===== src/rtl/countdown_pkg.sv =====
// rtl/countdown_pkg.sv - shared types and defaults for the countdown timer
package countdown_pkg;

  localparam int DEFAULT_WIDTH = 5;

  typedef enum logic [1:0] {
    IDLE = 2'd0,
    RUN  = 2'd1,
    DONE = 2'd2
  } state_t;

endpackage


===== src/rtl/countdown_timer.sv =====
// rtl/countdown_timer.sv - loadable down-counter with terminal-count pulse
// Optional feature macro: COUNTDOWN_TIMER_AUTO_RELOAD_EN (periodic reload at terminal count)
module countdown_timer
  import countdown_pkg::*;
#(
  parameter int WIDTH = DEFAULT_WIDTH
) (
  input  logic             clock,
  input  logic             reset,
  input  logic             load,
  input  logic [WIDTH-1:0] load_value,
  input  logic             enable,
  output logic [WIDTH-1:0] count,
  output logic             busy,
  output logic             zero,
  output logic             expired
);

  localparam logic [WIDTH-1:0] ONE = WIDTH'(1);

  state_t           state_q, state_n;
  logic [WIDTH-1:0] count_q, count_n;
  logic             zero_q, zero_n;
  logic             expired_q, expired_n;
`ifdef COUNTDOWN_TIMER_AUTO_RELOAD_EN
  logic [WIDTH-1:0] reload_q, reload_n;
`endif

  always_ff @(posedge clock) begin
    if (reset) begin
      state_q   <= IDLE;
      count_q   <= '0;
      zero_q    <= 1'b1;
      expired_q <= 1'b0;
`ifdef COUNTDOWN_TIMER_AUTO_RELOAD_EN
      reload_q  <= '0;
`endif
    end else begin
      state_q   <= state_n;
      count_q   <= count_n;
      zero_q    <= zero_n;
      expired_q <= expired_n;
`ifdef COUNTDOWN_TIMER_AUTO_RELOAD_EN
      reload_q  <= reload_n;
`endif
    end
  end

  // Load wins over decrement; a load always clears any pending expiry.
  always_comb begin
    state_n   = state_q;
    count_n   = count_q;
    expired_n = 1'b0;
`ifdef COUNTDOWN_TIMER_AUTO_RELOAD_EN
    reload_n  = reload_q;
`endif
    if (load) begin
      count_n = load_value;
`ifdef COUNTDOWN_TIMER_AUTO_RELOAD_EN
      reload_n = load_value;
`endif
      state_n = (load_value != '0) ? RUN : IDLE;
    end else if (state_q == RUN && enable) begin
      if (count_q > ONE) begin
        count_n = count_q - ONE;
      end else if (count_q == ONE) begin
        expired_n = 1'b1;
`ifdef COUNTDOWN_TIMER_AUTO_RELOAD_EN
        count_n = reload_q;
`else
        count_n = '0;
        state_n = DONE;
`endif
      end
    end
    zero_n = (count_n == '0);
  end

  always_comb begin
    busy    = (state_q == RUN);
    count   = count_q;
    zero    = zero_q;
    expired = expired_q;
  end

endmodule


===== config.mk =====
export PLATFORM = sky130hd
export DESIGN_NAME = countdown_timer
export DESIGN_NICKNAME = d
export VERILOG_FILES = /design/src/rtl/countdown_pkg.sv /design/src/rtl/countdown_timer.sv
export SDC_FILE = /design/constraint.sdc
export NUM_CORES = 1
export LEC_CHECK = 0
export ABC_AREA = 1
export CAP_MARGIN = 10
export CORE_AREA = 2 2 39 41
export DETAILED_ROUTE_END_ITERATION = 8
export DIE_AREA = 0 0 41 43
export GPL_TIMING_DRIVEN = 1
export PLACE_DENSITY_LB_ADDON = 0.08
export SYNTH_ARGS = -nofsm -noshare
export SYNTH_HDL_FRONTEND = slang
export SYNTH_SLANG_ARGS = --single-unit

===== constraint.sdc =====
create_clock -name clock -period 2.4 [get_ports clock]
set_input_delay 0.48 -clock clock [delete_from_list [all_inputs] [get_ports clock]]
set_output_delay 0.48 -clock clock [all_outputs]
set_load 0.01 [all_outputs]

==> results.yml, run 1 <==
timing:
  hold_viol: 0
  worst_slack_ns: 0.6130
  relSlewSlack: 0.8325
  slew_violations: 0
  setup_viol: 0
  worst_pin_slew_ns: 0.2494
  rsz0062_at_grt: "no"
  setup_tns_ns: 0
  period_needed_ns: 1.787
  fmax_mhz: 559.6
  post-route-period-util: 0.7446
  skew_ns: 0.0005254
place:
  numPortBuffers: 16
  hpwlAfterDp_um: 974.2
  globalplace.congestion: 0.8443
  dpl_worst_slack_ns: 0.5252
  place_area_um2: 770.7
route:
  first_iter_violations: 23
  vias_per_cell: 4.546
  drtPass1Iterations: 4
  avgRoutedWirePerCell_um: 8.931
  via_count: 591
  routed_wl_mm: 1.161
  drt.antenna.violating_nets: 0
  drc: 0
clocking:
  insertion_delay_ns: 0.25
  numCtsBuffers: 3
  post_cts.repair.setup_buffers: 0
  clockBufferDepth: 2
  hold_buffers: 0
  cts.clk_slew.worst_paths_ns: 0.06
  ctsResizeCount: 0
  cts_tree: "built"
  cts.sinks: 9
  clockRootBuffer: "clkbuf_4"
  htree_levels: 1
power_and_ir_drop:
  p_per_area_mw_per_mm2: 510.7
  power_w: 0.0004070
  peakVddDrop_mv: 0.2436
  leakagePower_nw: 0.4069
floorplanning:
  die_h_um: 43
  die_w_um: 41
  die-area_mm2: 0.001763
  rows: 14
  core_mm2: 0.001384
  io_pins: 17
  initial_core_util: 0.4268
final_layout:
  area_growth_pct: 34.96
  final_cell_area_um2: 797.0
  utilization: 0.5759
  multi_input_area_um2: 346.6
  layout-drive-gt1-share: 0.1053
  fin_nets: 126
  fill_cells: 140
  n_antenna_cell: 0
  layout.area.seq_um2: 180.2
synth:
  synth_flop_cell: "dfxtp_1"
  synth_cell_types: 16
  yosysTopAreaCellShare: 0.3051
  yosysMostFrequentCell: "nand2_1"
  syn_area_um2: 590.6
  synth_nets: 105
  ys_seq_area_frac: 0.3051
  yosysWarnings: 0
  synth_cells: 94
  synth.area.top_cells: "dfxtp_1 31%, nand2_1 20%, inv_1 10%"
  synth_commonest_cells: "31 x nand2_1, 16 x inv_1, 9 x dfxtp_1, 9 x nor2_1, 7 x nand3_1"
  synth_area_per_cell_um2: 6.283
  synthArstFlopShare: 0
  ys_seq_elements: 9
  synth_edf_count: 0
  synth_area_leader_cell: "dfxtp_1"
outcome:
  status: "completed"
setup_path:
  cp-start-kind: "flip-flop"
  cp-end-kind: "output pin"
  worstSetupPathType: "reg2out"
  worstPathRequired_ns: 1.92
  cp_max_fo: 3
  reg2reg_from: "count[0]"
  rrSetupSlack_ns: 0.93
  rr_worst_depth: 10
  cp.arrival_ns: 1.31
  reg2reg_to: "zero"
worst_hold_path:
  hold_end: "state_q[0]"
  hold_start: "state_q[0]"
  whs_path_depth: 2
  worstHoldPathType: "reg2reg"
grt:
  grt_max_degree: 11
  grt_pass1_vias: 573
  grt_overflow_total: 0
  grt_use_total: 0.1714
  antenna_found_initial: 0
  grt_pass1_wl_mm: 2.145
flow_run:
  drv_cap: 0
==> critical path, stage by stage, from the launching register on <==
cell,delay [ns]
dfxtp_1,0.30
inv_1,0.11
nand2_1,0.07
inv_1,0.05
clkdlybuf4s50_1,0.52
==> power by group <==
group	internal (W)	total (W)	switching, W
clock	0.0000639	0.000114	0.0000497
sequential	0.000160	0.000172	0.0000115
combinational	0.0000586	0.000122	0.0000632
==> through the flow <==
step,instances,hold slack (ns)
floorplan,94,0.4839
global placement,126,0.5268
detailed placement,126,0.5232
CTS,130,0.5315
global route,130,0.5653
finish,130,0.5219
==> registers in the layout, indices dropped and copies added (netlist names) <==
signal and flops:
expired 1, zero 1, state_q 2, count 5
==> worst max path at each step <==
stage                end       start  cells past startpoint
finish              busy  state_q[1]                      4
global route        busy  state_q[1]                      4
CTS                 busy  state_q[1]                      4
detailed placement  zero        load                     11
global placement    zero      enable                     10
floorplan           zero    count[0]                     10
==> metal layers <==
layer  track usage  part of all wire  wire length, um
met4       0.08000            0.0078                9
met3       0.03141             0.051               59
met5             0                 0                0
met2        0.2594              0.48              560
met1        0.2248              0.46              532
==> area by class of cell <==
type / count / area share
Clock buffer: 4 / 0.03297
Tap cell: 16 / 0.02512
Timing Repair Buffer: 16 / 0.2009
Sequential cell: 9 / 0.2261
Multi-Input combinational cell: 68 / 0.4349
Inverter: 17 / 0.08006
==> placed cells by master (no fill, tap or decap) <==
master / instances
a21oi_1: 5
nand3_4: 2
clkdlybuf4s50_1: 16
clkinv_1: 1
inv_1: 16
o31ai_1: 1
clkbuf_4: 3
ha_1: 2
nand2_2: 3
nand2_1: 31
or2_2: 3
nor2_1: 9
nor2_4: 1
clkbuf_1: 1
nor3_1: 1
nand3_1: 7
o21ai_1: 1
dfxtp_1: 9
o21ai_0: 2
==> kinds of logic (layout without fill, tap and decap cells) <==
family,count (synthesis),count (layout),share of synthesized area
adder cells (fa/ha/maj),2,2,0.04237
AO/OA/AOI/OAI,9,9,0.08050
buffers and inverters,17,37,0.1080
AND/OR/NAND/NOR,57,57,0.4640
flip-flops,9,9,0.3051
(Power assumes the default switching activity.)
==> run 2: changes to the inputs <==
Settings changed: CORE_AREA 2 2 39 41 to not set, CORE_MARGIN set to 2, CORE_UTILIZATION set to 40, DIE_AREA 0 0 41 43 to not set.
Clock period 2.4 ns to 1.63 ns, I/O delays scaled along.
==> run 2 against run 1 <==
  * Register-to-register slack lost 0.79 ns
  * Cell count grew 3.1%
  * Sequential share of layout area shrank 0.76 points
  * Clock skew grew 0.0045 ns
  * Die area grew 2.1%
  * Sequential power grew 49%
  * Via count grew 5.8%
  * Hold slack lost 0.031 ns
  * First-iteration DRC count shrank 48%
  * Global-route usage shrank 0.41 points
==> results.yml, run 2 (synthesis gave the netlist of run 1 again) <==
setup_path:
  worstSetupPathType: "reg2out"
  worstSetupEndpoint: "count[4]"
  reg2reg_to: "zero"
  crit_start: "count[4]"
  critPathMaxStageDelay_ns: 0.57
  rrSetupSlack_ns: 0.14
  cp-end-kind: "output pin"
  cpMaxStageDelayCell: "clkdlybuf4s50_1"
  worstPathRequired_ns: 1.30
  critPathBufInv: 1
  cp_top_family: "buffers and inverters"
  cp_max_fo: 4
  cp-start-kind: "flip-flop"
  cp.arrival_ns: 1.25
  reg2reg_from: "count[0]"
  rr_worst_depth: 10
  crit_cells: 1
  crit_chain: "clkdlybuf4s50_1"
floorplanning:
  die-area_mm2: 0.001800
  rows: 13
  die_w_um: 42.43
  core_mm2: 0.001334
  io_pins: 17
  die_h_um: 42.43
  initial_core_util: 0.4428
power_and_ir_drop:
  peakVddDrop_mv: 0.4148
  p_per_area_mw_per_mm2: 737.0
  leakagePower_nw: 0.4443
clocking:
  post_cts.repair.setup_buffers: 0
  clockBufferDepth: 2
  cts_tree: "built"
  clockRootBuffer: "clkbuf_4"
  cts.clk_slew.worst_paths_ns: 0.06
  cts.sinks: 9
  insertion_delay_ns: 0.26
  htree_levels: 1
  numCtsBuffers: 3
  hold_buffers: 0
timing:
  relSlewSlack: 0.8007
  setup_viol: 0
  fmax_mhz: 633.9
  skew_ns: 0.005063
  period_needed_ns: 1.577
  hold_viol: 0
  worst_pin_slew_ns: 0.2967
  slew_violations: 0
  rsz0062_at_grt: "no"
  worst_slack_ns: 0.05255
  post-route-period-util: 0.9678
grt:
  met2_usage: 0.2738
  grt_max_degree: 11
  grt_use_total: 0.1673
  grt_pass1_vias: 578
  grt_overflow_total: 0
  met1_usage: 0.1984
  antenna_found_initial: 0
  grt_pass1_wl_mm: 2.290
  grt-busiest-layer: "met2"
  use_met3: 0.05172
final_layout:
  largest_register_ffs: 5
  fin_nets: 131
  utilization: 0.6313
  n_antenna_cell: 0
  area_growth_pct: 42.58
  layout-drive-gt1-share: 0.1849
  layout_common_cells: "31 x nand2_1, 15 x inv_1, 15 x clkdlybuf4s50_1"
  final_common_cell: "nand2_1"
route:
  via_count: 625
  avgRoutedWirePerCell_um: 9.866
  first_iter_violations: 12
  drt.antenna.violating_nets: 0
  drc: 0
  vias_per_cell: 4.664
  drtPass1Iterations: 4
  routed_wl_mm: 1.322
worst_hold_path:
  worstHoldPathType: "reg2reg"
place:
  numPortBuffers: 16
  globalplace.congestion: 0.8205
  dpl_worst_slack_ns: -0.1168
  hpwlAfterDp_mm: 1.081
flow_run:
  drv_cap: 0
outcome:
  status: "completed"
-- run 2: changes by cell type in the layout (fill, tap and decap cells not counted), sizes merged --
| cell | before | now |
|---|---|---|
| clkdlybuf4s50 | 16 | 15 |
| dlymetal6s2s | 0 | 1 |
| buf | 0 | 5 |
-- run 2: stage by stage --
step | TNS, ns | instances | total power (W) | hold slack, ns | instance area (um^2)
finish | 0 | 134 | 0.0006206 | 0.4912 | 842.1
global route | 0 | 134 | 0.0006671 | 0.5262 | 842.1
CTS | 0 | 134 | 0.0006267 | 0.4934 | 835.8
detailed placement | -0.1168 | 130 | 0.0004502 | 0.5191 | 807.0
global placement | -0.06024 | 130 | 0.0004453 | 0.5141 | 807.0
floorplan | 0 | 94 | 0.0003638 | 0.3951 | 590.6
-- run 2: routing by layer --
metal / up-vias / part of all wire
li1: 340 / -
met1: 269 / 0.47
met2: 14 / 0.48
met3: 2 / 0.038
met4: 0 / 0.0091
met5: - / 0
-- run 2: repair_timing --
item | CTS | global route
gates resized for setup | 3 | 3
hold endpoints to repair | 0 | 0
endpoints found under the setup margin | 2 | 3
-- run 2: worst min-delay path by stage --
stage	cells after the start	startpoint	endpoint	slack, ns
2_1_floorplan	1	reset	state_q[0]	0.40
3_3_place_gp	2	state_q[0]	state_q[0]	0.51
3_5_place_dp	2	state_q[0]	state_q[0]	0.52
4_1_cts	2	state_q[1]	state_q[1]	0.49
5_1_grt	2	state_q[1]	state_q[1]	0.53
6_report	2	state_q[1]	state_q[1]	0.49
-- run 2: cell type report --
class | count | area [um^2]
fillers | 141 | 491.7
well taps | 15 | 18.77
flip-flops and latches | 9 | 183.9
repair buffers | 21 | 200.2
inverters | 17 | 63.81
clock buffers | 4 | 26.28
multi-input cells | 68 | 349.1
-- run 2: power by group --
part	total, W	internal (W)	switching, W
Combinational	0.000190	0.0000943	0.0000962
Clock	0.000175	0.0000944	0.0000801
Sequential	0.000256	0.000237	0.0000186
Total	0.000621	0.000426	0.000195
==> run 3: changes to the inputs <==
==> constraint.sdc (replaced) <==
create_clock -name clock -period 1.63 [get_ports clock]
set_input_delay 0.2445 -clock clock [delete_from_list [all_inputs] [get_ports clock]]
set_output_delay 0.2445 -clock clock [all_outputs]
set_load 0.01 [all_outputs]
==> run 3 against run 2 <==
  * Flip-flop and latch count unchanged
  * Global-route usage down 1.1 points
  * Via count down 1.8%
  * Critical endpoint is now count[3]
  * Worst setup slack better by 0.072 ns
  * Sequential share of layout area up 0.31 points
  * Highest routed layer unchanged
==> results.yml, run 3 (synthesis gave the netlist of run 1 again) <==
outcome:
  status: "completed"
timing:
  worst_pin_slew_ns: 0.3474
  hold_viol: 0
  fmax_mhz: 664.4
  period_needed_ns: 1.505
  setup_viol: 0
  rsz0062_at_grt: "no"
  skew_ns: 0.0005154
  slew_violations: 0
  relSlewSlack: 0.7666
  post-route-period-util: 0.9234
place:
  hpwlAfterDp_um: 971.9
  dp.cells: 127
  globalplace.congestion: 0.8214
  numPortBuffers: 16
  place_area_um2: 784.5
setup_path:
  cp.arrival_ns: 1.26
  cp_max_fo: 5
  critPathMaxStageDelay_ns: 0.57
  worstPathRequired_ns: 1.39
  crit_chain: "clkdlybuf4s50_1"
  cp-start-kind: "flip-flop"
  critPathBufInv: 1
  cpMaxStageDelayCell: "clkdlybuf4s50_1"
  worstSetupPathType: "reg2out"
  cp-end-kind: "output pin"
  cp_top_family: "buffers and inverters"
route:
  first_iter_violations: 7
  via_count: 614
  drt.antenna.violating_nets: 0
  routed_wl_mm: 1.157
  drtPass1Iterations: 4
  avgRoutedWirePerCell_um: 8.832
  vias_per_cell: 4.687
  drc: 0
floorplanning:
  initial_core_util: 0.4428
  core_mm2: 0.001334
  die-area_mm2: 0.001800
  die_h_um: 42.43
  die_w_um: 42.43
  io_pins: 17
  rows: 13
final_layout:
  final_common_cell: "nand2_1"
  layout_common_cells: "31 x nand2_1, 16 x inv_1, 15 x clkdlybuf4s50_1"
  fill_cells: 140
  n_antenna_cell: 0
  multi_input_area_um2: 346.6
  fin_nets: 128
  final_cells: 131
  final_cell_area_um2: 813.3
  largest_register_ffs: 5
  layout-drive-gt1-share: 0.1207
  layout.area.seq_um2: 180.2
  area_growth_pct: 37.71
grt:
  grt_overflow_total: 0
  grt_use_total: 0.1562
  antenna_found_initial: 0
  grt_pass1_wl_mm: 2.070
  grt_pass1_vias: 563
  grt_max_degree: 11
clocking:
  clockBufferDepth: 2
  cts_tree: "built"
  numCtsBuffers: 3
  cts.sinks: 9
  htree_levels: 1
  insertion_delay_ns: 0.26
  clockRootBuffer: "clkbuf_4"
  hold_buffers: 0
  cts.clk_slew.worst_paths_ns: 0.06
power_and_ir_drop:
  p_per_area_mw_per_mm2: 743.9
  leakagePower_nw: 0.4297
  peakVddDrop_mv: 0.3640
flow_run:
  drv_cap: 0
worst_hold_path:
  worstHoldPathType: "reg2reg"
run 3: cell count changes in the layout (fill, tap and decap cells not counted), sizes merged:
| cell | before | now |
|---|---|---|
| buf | 5 | 2 |
run 3: power breakdown:
part	internal (W)	switching [W]	total, W	leakage [nW]
registers	0.000236	0.0000172	0.000253	0.0745
clock network	0.0000943	0.0000774	0.000172	0.0150
logic	0.0000888	0.0000916	0.000180	0.340
total	0.000419	0.000186	0.000605	0.430
run 3: what timing repair did:
| item | in CTS | in global routing |
|---|---|---|
| setup buffers | 0 | 0 |
| gates resized for setup | 0 | 1 |
| endpoints found under the setup margin | 0 | 1 |
| endpoints found under the hold margin | 0 | 0 |
run 3: path summary, 6_finish.rpt:
check | from | end | slack (ns) | cells after the start
worst max-delay path | count[3] | count[3] | 0.12 | 1
worst min-delay path | state_q[0] | state_q[0] | 0.51 | 2
worst max register to register | count[0] | zero | 0.17 | 10
worst min register to register | state_q[0] | state_q[0] | 0.51 | 2
run 3: per-stage QoR:
| stage | power, W | worst slack [ns] | util | hold slack [ns] | TNS (ns) |
|---|---|---|---|---|---|
| 2_1_floorplan | 0.0003638 | 0.2307 | - | 0.3136 | 0 |
| 3_3_place_gp | 0.0004381 | 0.02291 | 0.5882 | 0.5143 | 0 |
| 3_5_place_dp | 0.0004400 | -0.004454 | 0.5882 | 0.5133 | -0.004454 |
| 4_1_cts | 0.0006136 | 0.06867 | 0.6079 | 0.5225 | 0 |
| 5_1_grt | 0.0006595 | 0.01189 | 0.6098 | 0.5433 | 0 |
| 6_report | 0.0006050 | 0.1248 | 0.6098 | 0.5130 | 0 |
run 3: metal layers:
| metal | share of wire | global-route usage |
|---|---|---|
| met4 | 0.047 | 0.1313 |
| met5 | 0 | 0 |
| met2 | 0.44 | 0.2431 |
| met3 | 0.050 | 0.05172 |
| met1 | 0.46 | 0.1684 |
run 3: layout make-up:
cell class | instances | area share
inverters | 17 | 0.07846
flip-flops and latches | 9 | 0.2215
multi-input cells | 68 | 0.4262
well taps | 15 | 0.02308
repair buffers | 18 | 0.2185
clock buffers | 4 | 0.03231
